--- config.mk ---
export PLATFORM = sky130hd
export DESIGN_NAME = dmem_arbiter
export DESIGN_NICKNAME = d
export VERILOG_FILES = /design/src/rtl/dmem_arbiter.sv
export SDC_FILE = /design/constraint.sdc
export NUM_CORES = 1
export LEC_CHECK = 0
export CAP_MARGIN = 20
export CORE_AREA = 4 4 71 73
export DETAILED_ROUTE_END_ITERATION = 7
export DIE_AREA = 0 0 75 77
export MAX_ROUTING_LAYER = met4
export PLACE_DENSITY = 0.8
export SLEW_MARGIN = 5
export SYNTH_ARGS = -nofsm -noshare
export SYNTH_HDL_FRONTEND = slang
export SYNTH_SLANG_ARGS = --single-unit
--- constraint.sdc ---
create_clock -name clk -period 2.03 [get_ports clk]
set_input_delay 0.3045 -clock clk [delete_from_list [all_inputs] [get_ports clk]]
set_output_delay 0.3045 -clock clk [all_outputs]
set_load 0.02 [all_outputs]
--- src/rtl/dmem_arbiter.sv ---
// dmem_arbiter: shares the single-ported data memory between the
// pipeline MEM stage (port 0) and the loader/debug port (port 1).
module dmem_arbiter #(
  parameter int ADDR_W   = 16,
  parameter int DATA_W   = 16,
  parameter int MAX_WAIT = 4
) (
  input  logic              clk,
  input  logic              rst_n,
  input  logic              p0_req,
  input  logic              p0_we,
  input  logic [ADDR_W-1:0] p0_addr,
  input  logic [DATA_W-1:0] p0_wdata,
  output logic              p0_gnt,
  output logic              p0_stall,
  output logic              p0_rvalid,
  output logic [DATA_W-1:0] p0_rdata,
  input  logic              p1_req,
  input  logic              p1_we,
  input  logic [ADDR_W-1:0] p1_addr,
  input  logic [DATA_W-1:0] p1_wdata,
  output logic              p1_gnt,
  output logic              p1_rvalid,
  output logic [DATA_W-1:0] p1_rdata,
  output logic              mem_en,
  output logic              mem_we,
  output logic [ADDR_W-1:0] mem_addr,
  output logic [DATA_W-1:0] mem_wdata,
  input  logic [DATA_W-1:0] mem_rdata
);

  localparam int WW = 4;
  localparam logic [WW-1:0] WMAX = WW'(MAX_WAIT);

  logic [WW-1:0] wait_q, wait_d;
  logic          resp_valid_q, resp_valid_d;
  logic          resp_port_q, resp_port_d;
  logic          p1_win;
  logic          rd_gnt;

  // Fixed priority to port 0 unless port 1 has waited MAX_WAIT cycles
  always_comb begin
    p1_win   = p1_req & (~p0_req | (wait_q == WMAX));
    p1_gnt   = rst_n & p1_win;
    p0_gnt   = rst_n & p0_req & ~p1_win;
    p0_stall = p0_req & ~p0_gnt;
  end

  // Steer the granted port onto the memory, idle bus otherwise
  always_comb begin
    mem_en    = 1'b0;
    mem_we    = 1'b0;
    mem_addr  = '0;
    mem_wdata = '0;
    unique case (1'b1)
      p0_gnt: begin
        mem_en    = 1'b1;
        mem_we    = p0_we;
        mem_addr  = p0_addr;
        mem_wdata = p0_wdata;
      end
      p1_gnt: begin
        mem_en    = 1'b1;
        mem_we    = p1_we;
        mem_addr  = p1_addr;
        mem_wdata = p1_wdata;
      end
      default: ;
    endcase
  end

  // Next state: saturating starvation count and read tag
  always_comb begin
    wait_d = '0;
    if (p1_req & ~p1_gnt) begin
      if (wait_q != WMAX) wait_d = wait_q + WW'(1);
      else                wait_d = wait_q;
    end
    rd_gnt       = (p0_gnt & ~p0_we) | (p1_gnt & ~p1_we);
    resp_valid_d = rd_gnt;
    resp_port_d  = rd_gnt ? p1_gnt : resp_port_q;
  end

  // State registers with synchronous active-low reset
  always_ff @(posedge clk) begin
    if (!rst_n) begin
      wait_q       <= '0;
      resp_valid_q <= 1'b0;
      resp_port_q  <= 1'b0;
    end else begin
      wait_q       <= wait_d;
      resp_valid_q <= resp_valid_d;
      resp_port_q  <= resp_port_d;
    end
  end

  // Route read data to the issuing port; drop in-flight data in reset
  always_comb begin
    p0_rvalid = rst_n & resp_valid_q & ~resp_port_q;
    p1_rvalid = rst_n & resp_valid_q & resp_port_q;
    p0_rdata  = p0_rvalid ? mem_rdata : '0;
    p1_rdata  = p1_rvalid ? mem_rdata : '0;
  end

endmodule

==> results of run 1 <==
-- path summary, 6_finish.rpt --
path         cells after the start       from  slack (ns)           end
max                              8  wait_q[0]       -0.01  mem_addr[13]
min                              2  wait_q[0]        0.52     wait_q[0]
max reg2reg                      7  wait_q[0]        0.66  resp_valid_q
min reg2reg                      2  wait_q[0]        0.52     wait_q[0]
-- repair_timing --
item	in CTS	in global routing
resized for setup	264	50
setup buffers	7	0
cloned	6	2
pin swaps	2	19
endpoints found under the setup margin	71	68
-- metrics by stage --
step                hold slack (ns)  instances  area [um^2]  power (W)  TNS, ns
global route                  0.542        340         2690   0.000843   -0.680
global placement              0.492        326         2610   0.000577   -18.96
floorplan                     0.410        113          911   0.000283        0
detailed placement            0.499        326         2610   0.000583   -21.25
CTS                           0.505        342         2880   0.000813   -0.330
finish                        0.515        340         2690   0.000794  -0.0137
-- layout by cell type, fill, tap and decap left out --
cell type        netlist  final
a22o_4                 0      2
bufbuf_16              0      1
ha_1                   2      1
a21oi_1                1      1
dfxtp_1                6      4
nor2b_1                1      1
clkdlybuf4s15_2        0      2
nand3_1                1      1
buf_12                 0      6
inv_1                  6      4
clkdlybuf4s50_1        0     85
clkbuf_8               0      3
buf_2                  2     21
dlygate4sd2_1          0      2
nor2_4                 0      1
clkbuf_16              0      1
nand2_1                4      4
buf_4                  0     11
buf_16                 0      2
inv_2                  0      2
o21ai_0                1      1
clkbuf_2               0     25
xnor2_1                1      1
and3b_4                1      1
nor2_1                 6      5
nand4_1                1      1
a22o_2                 5      3
and2_1                32     32
ha_4                   0      1
a21oi_4                2      2
and3_1                 1      1
or2_4                  0      1
dfxtp_2                0      2
a22o_1                29     29
a311oi_1               1      1
nand3b_1               1      1
buf_6                  6     25
mux2i_1                1      1
-- per-layer routing --
metal,vias up,track usage (%),routed length (um)
met3,2,4.84,608
met5,-,-,0
met1,675,20.4,2120
met2,84,34.2,2920
met4,0,3.20,19
li1,769,-,-
-- critical path, stage by stage (launching register included) --
cell and delay, ns:
dfxtp_2 0.32, inv_2 0.06, ha_4 0.14, nand3b_1 0.16
a21oi_4 0.26, buf_12 0.16, buf_16 0.11, a22o_1 0.17
buf_6 0.13
-- logic make-up after synthesis --
| kind of cell | count (synthesis) | synth area share [%] |
|---|---|---|
| xor+xnor | 1 | 0.962 |
| simple gates | 49 | 31.6 |
| mux | 1 | 1.10 |
| compound gates | 39 | 39.0 |
| buf+inv | 15 | 11.4 |
| fa+ha+maj | 2 | 2.75 |
| flops | 6 | 13.2 |
-- power by group through the flow --
stage / sequential (W) / clock [W] / combinational, W
finish: 0.000124 / 0.000180 / 0.000490
global route: 0.000124 / 0.000200 / 0.000519
CTS: 0.000124 / 0.000188 / 0.000502
detailed placement: 0.000125 / 0 / 0.000458
global placement: 0.000125 / 0 / 0.000452
floorplan: 0.000125 / 0 / 0.000158
-- flip-flops by register name, indices dropped and copies added, names as in the netlist --
signal / flops
resp_port_q: 1
resp_valid_q: 1
wait_q: 4
-- final cells by class --
| type | instances | area [um^2] | area share, % |
|---|---|---|---|
| clock buffers | 3 | 41.3 | 1.53 |
| well taps | 52 | 65.1 | 2.42 |
| inverters | 6 | 22.5 | 0.836 |
| flip-flops and latches | 6 | 123 | 4.55 |
| repair buffers | 181 | 1720 | 63.8 |
| multi-input cells | 92 | 724 | 26.9 |
==> run metrics, run 1 <==
post-synthesis register bit count=6; Req. time, crit path=1.73 ns; crit share post-route=101%; largest net degree at the start of global routing=18; Final Skew=0.00205 ns; largest cells by area after synthesis=a22o_1 28%, and2_1 22%, dfxtp_1 13%; Root Driver=clkbuf_8; initial antenna violation count=0; share of layout cells above drive strength 1=38.9%; Final GP Congestion=0.775; Slew headroom=85.9%; CTS Sinks=6; Clk network pwr share=a little under a quarter; Antenna Nets Post-Route=0; top-count cell post-synth=and2_1; clk_lat worst skew=approximately 0.22 ns; leading area contributor after synthesis=a22o_1; startpoint types=flop; post-synth cell types=24; num rows=24; NetSw=0.000240 W; Hold Crit Class=reg2reg; aggregate global routing overflow=0; Max VDD drop=0.000317 V; top_reg_cell synth=dfxtp_1; Pwr Density=a little under 300 nW/um^2; Syn Nets=around 200; Worst-path clk slew=0.04 ns; DR DRC count=0; dpl ws=-0.351 ns; vias in the first global route=1,553; # diodes=0; die height=77 um; outcome=finished, violations left; Pleak=1.29 nW; Vias=~1,500; Data arrival, critical path=between 1.5 and 2 ns; DRT Wirelength=5660 um; RSZ-0062 raised after global routing=true; failing checks=setup timing; first-pass GRT wire length=8190 um; synth cell count leaders=32 x and2_1, 29 x a22o_1; DR WL/cell=16.7 um; Post-synth EDFFs=0; Crit Path Max Fanout=5; Num CTS Buffers=3; Logic pwr share=61.7%; area of the core=4350 um^2; synthesized cell area=911 um^2; Pint=0.000554 W; port buffer count=156; post-layout util=61.9%; Net Sw Frac=30.2%; Pre-Repair DR Iteration Count=3; final setup margin=-0.0137 ns; Synth Instances=roughly 110; Die X=75 um; Yosys top cell area share=between 20 and 30%; Die Area=between 5000 and 6000 um^2; Starting Density=20.9%; synthesized area per cell=8.06 um^2; Overall Global Routing Usage=18.9%; P&R area growth vs syn=196%; max_cap viols=0; sequential cell area fraction in the yosys report=13.2%; Final setup violation count=1; fraction of registers with async set/reset=0%; Top Ports=about 160; TritonCTS clock tree=built; Flop pwr share=15.6%; htree depth=1; Final min period=2.04 ns; iteration-0 DRC count of the detailed router=34; max-slew violations=0; cts hold-fix bufs=0; kind of critical path=reg2out; dpl hpwl=between 4000 and 5000 um; Max clock buf depth=2; Via density=4.50; Slew @ Worst Pin=0.212 ns; Syn. warnings=0; nets=between 300 and 400; maximum clock rate=a little under 0.5 GHz; CP endpoint kind=output pin; Fillers=399; Final Hold Vio Count=0
(Power assumes the default switching activity.)
==> run 2, diff against run 1 <==
--- a/config.mk
+++ b/config.mk
@@ -11,7 +11,6 @@
 export DIE_AREA = 0 0 75 77
 export MAX_ROUTING_LAYER = met4
 export PLACE_DENSITY = 0.8
-export SLEW_MARGIN = 5
 export SYNTH_ARGS = -nofsm -noshare
 export SYNTH_HDL_FRONTEND = slang
 export SYNTH_SLANG_ARGS = --single-unit
==> constraint.sdc (replaced) <==
create_clock -name clk -period 2.1 [get_ports clk]
set_input_delay 0.315 -clock clk [delete_from_list [all_inputs] [get_ports clk]]
set_output_delay 0.315 -clock clk [all_outputs]
set_load 0.02 [all_outputs]
==> run metrics, run 2 (synthesized netlist as in run 1, its figures left out) <==
outcome=finished, final reports clean; critical path's slowest cell=dfxtp_2; area of the core=4350 um^2 (unchanged); Num CTS Buffers=3 (unchanged); Data arrival, critical path=1.75 ns (about the same); dpl hpwl=4220 um (+2.5%); Antenna Nets Post-Route=0 (unchanged); Pre-Repair DR Iteration Count=4 (+1); max FFs per register=4 (unchanged); iteration-0 DRC count of the detailed router=51 (+50%); Max VDD drop=0.000247 V (-22%); Final Hold Vio Count=0 (unchanged); kind of critical path=reg2out; Hold Crit Class=reg2reg; DR DRC count=0 (unchanged); startpoint types=flop; Clk network pwr share=23.0% (+0.3 points); nets=373 (-1.3%); CP cell instances=inv_2, ha_4, nand3b_1, a21oi_4, buf_6, buf_16, a22o_1, buf_2; post-layout util=62.8% (+0.98 points); Root Driver=clkbuf_8; Slew @ Worst Pin=0.245 ns (+0.0333 ns); Die X=75 um (unchanged); TritonCTS clock tree=built; NetSw=0.000224 W (-6.3%); initial antenna violation count=0 (unchanged); Via density=4.59 (+2.1%); Final GP Congestion=0.778 (+0.40%); max-slew violations=0 (unchanged); Slew headroom=83.7% (-2.1 points); Overall Global Routing Usage=17.6% (-1.3 points); num rows=24 (unchanged); htree depth=1 (unchanged); biggest regs=wait_q x4, resp_port_q x1, resp_valid_q x1; CP endpoint kind=output pin; maximum clock rate=0.484 GHz; Req. time, crit path=1.78 ns (+0.05 ns); first-pass GRT wire length=7690 um (-6.1%); Worst-path clk slew=0.04 ns (about the same); Logic pwr share=61.0% (-0.7 points); Worst Reg-to-Reg Cells=7 (unchanged); Pleak=1.29 nW (-0.33%); TNS Setup=0 ns (+0.0137 ns); vias in the first global route=1,441 (-7.2%); die height=77 um (unchanged); Starting Density=20.9% (unchanged); CTS Sinks=6 (unchanged); Max clock buf depth=2 (unchanged); cts hold-fix bufs=0 (unchanged); Net Sw Frac=30.0% (-0.23 points); Final min period=2.07 ns; Crit Path Max Fanout=5 (unchanged); Final setup violation count=0 (-1); Final Skew=0.000840 ns (-0.00121 ns); port buffer count=156 (unchanged); commonest non-fill, non-tap cell in the layout=clkdlybuf4s50_1; Die Area=5780 um^2 (unchanged); Pwr Density=274 nW/um^2 (-7.1%); Pint=0.000525 W (-5.3%); total power draw=0.000749 W (-5.6%); clk_lat worst skew=0.22 ns (about the same); # diodes=0 (unchanged); Top Ports=157 (unchanged); max_cap viols=0 (unchanged); hold path depth=2 (unchanged); RSZ-0062 raised after global routing=true; share of layout cells above drive strength 1=26.5% (-12 points); largest net degree at the start of global routing=18 (unchanged); DR WL/cell=16.1 um (-3.3%); commonest cells after routing, fill and taps aside=85 x clkdlybuf4s50_1, 32 x and2_1, 29 x a22o_1; aggregate global routing overflow=0 (unchanged); P&R area growth vs syn=200%; Vias=1,539 (+0.59%); Most flops, register=wait_q; crit share post-route=98.4%; CP max stage delay=0.32 ns (about the same); DRT Wirelength=5400 um (-4.7%); Flop pwr share=16.0% (+0.4 points)
run 2: cell count changes in the layout (fill, tap and decap cells not counted), sizes merged:
cell | before | now
bufbuf | 1 | 0
clkdlybuf4s15 | 2 | 21
buf | 65 | 45
dlygate4sd2 | 2 | 20
clkbuf | 29 | 8
run 2: final cells by class:
class                      instances  area, um^2
sequential                         6         123
inverter                           6        22.5
fill                             398        1620
tap                               52        65.1
multi-input combinational         92         702
clock buffer                       3        41.3
timing repair buffer             176        1780
run 2: power groups by stage:
stage / clock [W] / combinational (W) / sequential, W
4_1_cts: 0.000176 / 0.000452 / 0.000120
5_1_grt: 0.000189 / 0.000482 / 0.000120
3_3_place_gp: 0 / 0.000437 / 0.000121
2_1_floorplan: 0 / 0.000153 / 0.000121
6_report: 0.000172 / 0.000457 / 0.000120
3_5_place_dp: 0 / 0.000443 / 0.000121
run 2: worst paths after layout:
kind	from	endpoint	slack, ns
min reg2reg	resp_port_q	resp_port_q	0.51
min	resp_port_q	resp_port_q	0.51
max reg2reg	wait_q[0]	resp_valid_q	0.64
max	wait_q[0]	mem_wdata[2]	0.03
run 2: what timing repair did:
item                                    CTS  global route
cloned                                    3             1
endpoints found under the setup margin   71            45
pin swaps                                 6             6
buffers inserted                          3             1
gates resized for setup                 199            28
run 2: metal layers:
metal	global-route usage (%)	routed length (um)
met2	32.0	2760
met4	4.09	81
met1	18.8	1980
met5	-	0
met3	3.79	576
run 2: worst max-delay path, delay by kind of cell (launching register included):
kind | cells | cell delay (ns)
AND/OR/NAND/NOR | 1 | 0.17
AO/OA/AOI/OAI | 2 | 0.38
adder cells (fa/ha/maj) | 1 | 0.14
flip-flops | 1 | 0.32
buffers and inverters | 4 | 0.52
run 2: through the flow:
| stage | hold slack, ns | setup slack (ns) | instances | area (um^2) |
|---|---|---|---|---|
| finish | 0.510 | 0.0336 | 335 | 2740 |
| global route | 0.524 | -0.0194 | 335 | 2740 |
| CTS | 0.508 | -0.0262 | 334 | 2700 |
| detailed placement | 0.502 | -0.301 | 325 | 2600 |
| global placement | 0.492 | -0.271 | 325 | 2600 |
| floorplan | 0.421 | 0.299 | 113 | 911 |
==> run 3, diff against run 2 <==
--- a/config.mk
+++ b/config.mk
@@ -6,11 +6,13 @@
 export NUM_CORES = 1
 export LEC_CHECK = 0
 export CAP_MARGIN = 20
-export CORE_AREA = 4 4 71 73
+export CORE_AREA = 4 4 59 61
 export DETAILED_ROUTE_END_ITERATION = 7
-export DIE_AREA = 0 0 75 77
+export DIE_AREA = 0 0 63 65
+export DONT_BUFFER_PORTS = 1
 export MAX_ROUTING_LAYER = met4
-export PLACE_DENSITY = 0.8
+export PLACE_DENSITY = 0.45
+export SLEW_MARGIN = 20
 export SYNTH_ARGS = -nofsm -noshare
 export SYNTH_HDL_FRONTEND = slang
 export SYNTH_SLANG_ARGS = --single-unit
==> run metrics, run 3 (synthesized netlist as in run 1, its figures left out) <==
Final setup violation count=0 (unchanged); Worst Reg-to-Reg Cells=6 (-1); DR WL/cell=21.1 um (+31%); CTS Sinks=6 (unchanged); Die X=63 um (-16%); nets=202 (-46%); commonest non-fill, non-tap cell in the layout=and2_1; initial antenna violation count=0 (unchanged); hold path depth=1 (-1); TritonCTS clock tree=built; hold_sp=p0_req; Max VDD drop=0.000195 V (-21%); Hold Crit Class=in2reg; Max clock buf depth=2 (unchanged); first-pass GRT wire length=4020 um (-48%); Num CTS Buffers=3 (unchanged); # diodes=0 (unchanged); TNS Setup=0 ns (unchanged); DR DRC count=0 (unchanged); dpl hpwl=2590 um (-38%); Data arrival, critical path=1.70 ns (-0.05 ns); Final Hold Vio Count=0 (unchanged); Final GP Congestion=0.731 (-6.1%); Overall Global Routing Usage=12.6% (-4.9 points); Worst Hold Path EP=resp_port_q; final setup margin=0.0841 ns (+0.0505 ns); outcome=finished, final reports clean; Starting Density=30.6% (+9.7 points); biggest regs=wait_q x4, resp_port_q x1, resp_valid_q x1; reg2reg setup slack=0.68 ns (+0.04 ns); dpl ws=0.261 ns (+0.562 ns); max_cap viols=0 (unchanged); CP endpoint kind=output pin; R2R Path Start=wait_q[0]; Via density=6.23 (+36%); aggregate global routing overflow=0 (unchanged); clk_lat worst skew=0.24 ns (+0.02 ns); Crit Path Max Fanout=21 (+16); area of the core=2980 um^2 (-32%); total power draw=0.000397 W (-47%); max-slew violations=0 (unchanged); Most flops, register=wait_q; Req. time, crit path=1.78 ns (about the same); vias in the first global route=834 (-42%); Vias=903 (-41%); RSZ-0062 raised after global routing=true; Antenna Nets Post-Route=0 (unchanged); P&R area growth vs syn=10.2%; cts hold-fix bufs=0 (unchanged); Die Area=4100 um^2 (-29%); commonest cells after routing, fill and taps aside=32 x and2_1, 30 x a22o_2, 6 x inv_1, 6 x nor2_1, 6 x dfxtp_1; Root Driver=clkbuf_4; Final min period=2.02 ns (-0.0505 ns); Pleak=0.438 nW (-66%); Slew headroom=60.4% (-23 points); final hold slack=0.181 ns (-0.329 ns); die height=65 um (-16%); htree depth=1 (unchanged); Slew @ Worst Pin=0.595 ns (+0.350 ns); iteration-0 DRC count of the detailed router=22 (-57%); num rows=20 (-17%); kind of critical path=reg2out; Worst-path clk slew=0.04 ns (about the same); share of layout cells above drive strength 1=39.3% (+13 points); DRT Wirelength=3060 um (-43%); startpoint types=flop; maximum clock rate=0.496 GHz (+2.5%); largest net degree at the start of global routing=37 (+19); max FFs per register=4 (unchanged); crit share post-route=96.0% (-2.4 points); Pre-Repair DR Iteration Count=4 (unchanged); Top Ports=157 (unchanged); port buffer count=0 (-100%); Worst R2R End=resp_valid_q; Pwr Density=395 nW/um^2 (+44%); Final Skew=0.000938 ns (+0.0000981 ns)
run 3: worst max path at each step:
stage | to | startpoint | depth (start not counted)
2_1_floorplan | mem_wdata[10] | wait_q[0] | 6
3_3_place_gp | mem_wdata[7] | wait_q[0] | 6
3_5_place_dp | mem_wdata[7] | wait_q[0] | 6
4_1_cts | mem_wdata[14] | wait_q[0] | 6
5_1_grt | mem_addr[11] | wait_q[0] | 6
6_report | mem_addr[6] | wait_q[0] | 6
run 3: what timing repair did:
item,in CTS,in global routing
resized for setup,1,29
setup endpoints to repair,1,35
buffers inserted,0,0
pin swaps,0,0
run 3: worst max-delay path, cell delays in order, from the launching register on:
cell     delay (ns)
dfxtp_1        0.36
inv_1          0.06
ha_1           0.22
and3b_4        0.21
a21oi_4        0.17
buf_8          0.18
a22o_1         0.26
run 3: final cells by class:
type	instances	area [um^2]
Fill cell	306	1970
Clock buffer	3	22.5
Tap cell	33	41.3
Sequential cell	6	120
Multi-Input combinational cell	92	736
Timing Repair Buffer	5	61.3
Inverter	6	22.5
run 3: report_power, final:
part	leakage [nW]	internal (W)	switching [W]	total [W]
combinational	0.376	0.0000617	0.000115	0.000176
sequential	0.0488	0.000117	0.00000214	0.000119
clock	0.0138	0.0000643	0.0000365	0.000101
total	0.438	0.000243	0.000153	0.000397
run 3: stage by stage:
step | instance area [um^2] | utilization [%] | cells
2_1_floorplan | 911 | - | 113
3_3_place_gp | 921 | 30.9 | 142
3_5_place_dp | 921 | 30.9 | 142
4_1_cts | 945 | 31.7 | 145
5_1_grt | 1000 | 33.7 | 145
6_report | 1000 | 33.7 | 145
run 3: metal layers:
metal / track usage (%) / share of wire (%) / up-vias
li1: - / - / 408
met5: - / 0 / -
met3: 3.99 / 12 / 4
met4: 4.68 / 0.75 / 0
met2: 22.3 / 55 / 84
met1: 13.2 / 32 / 407
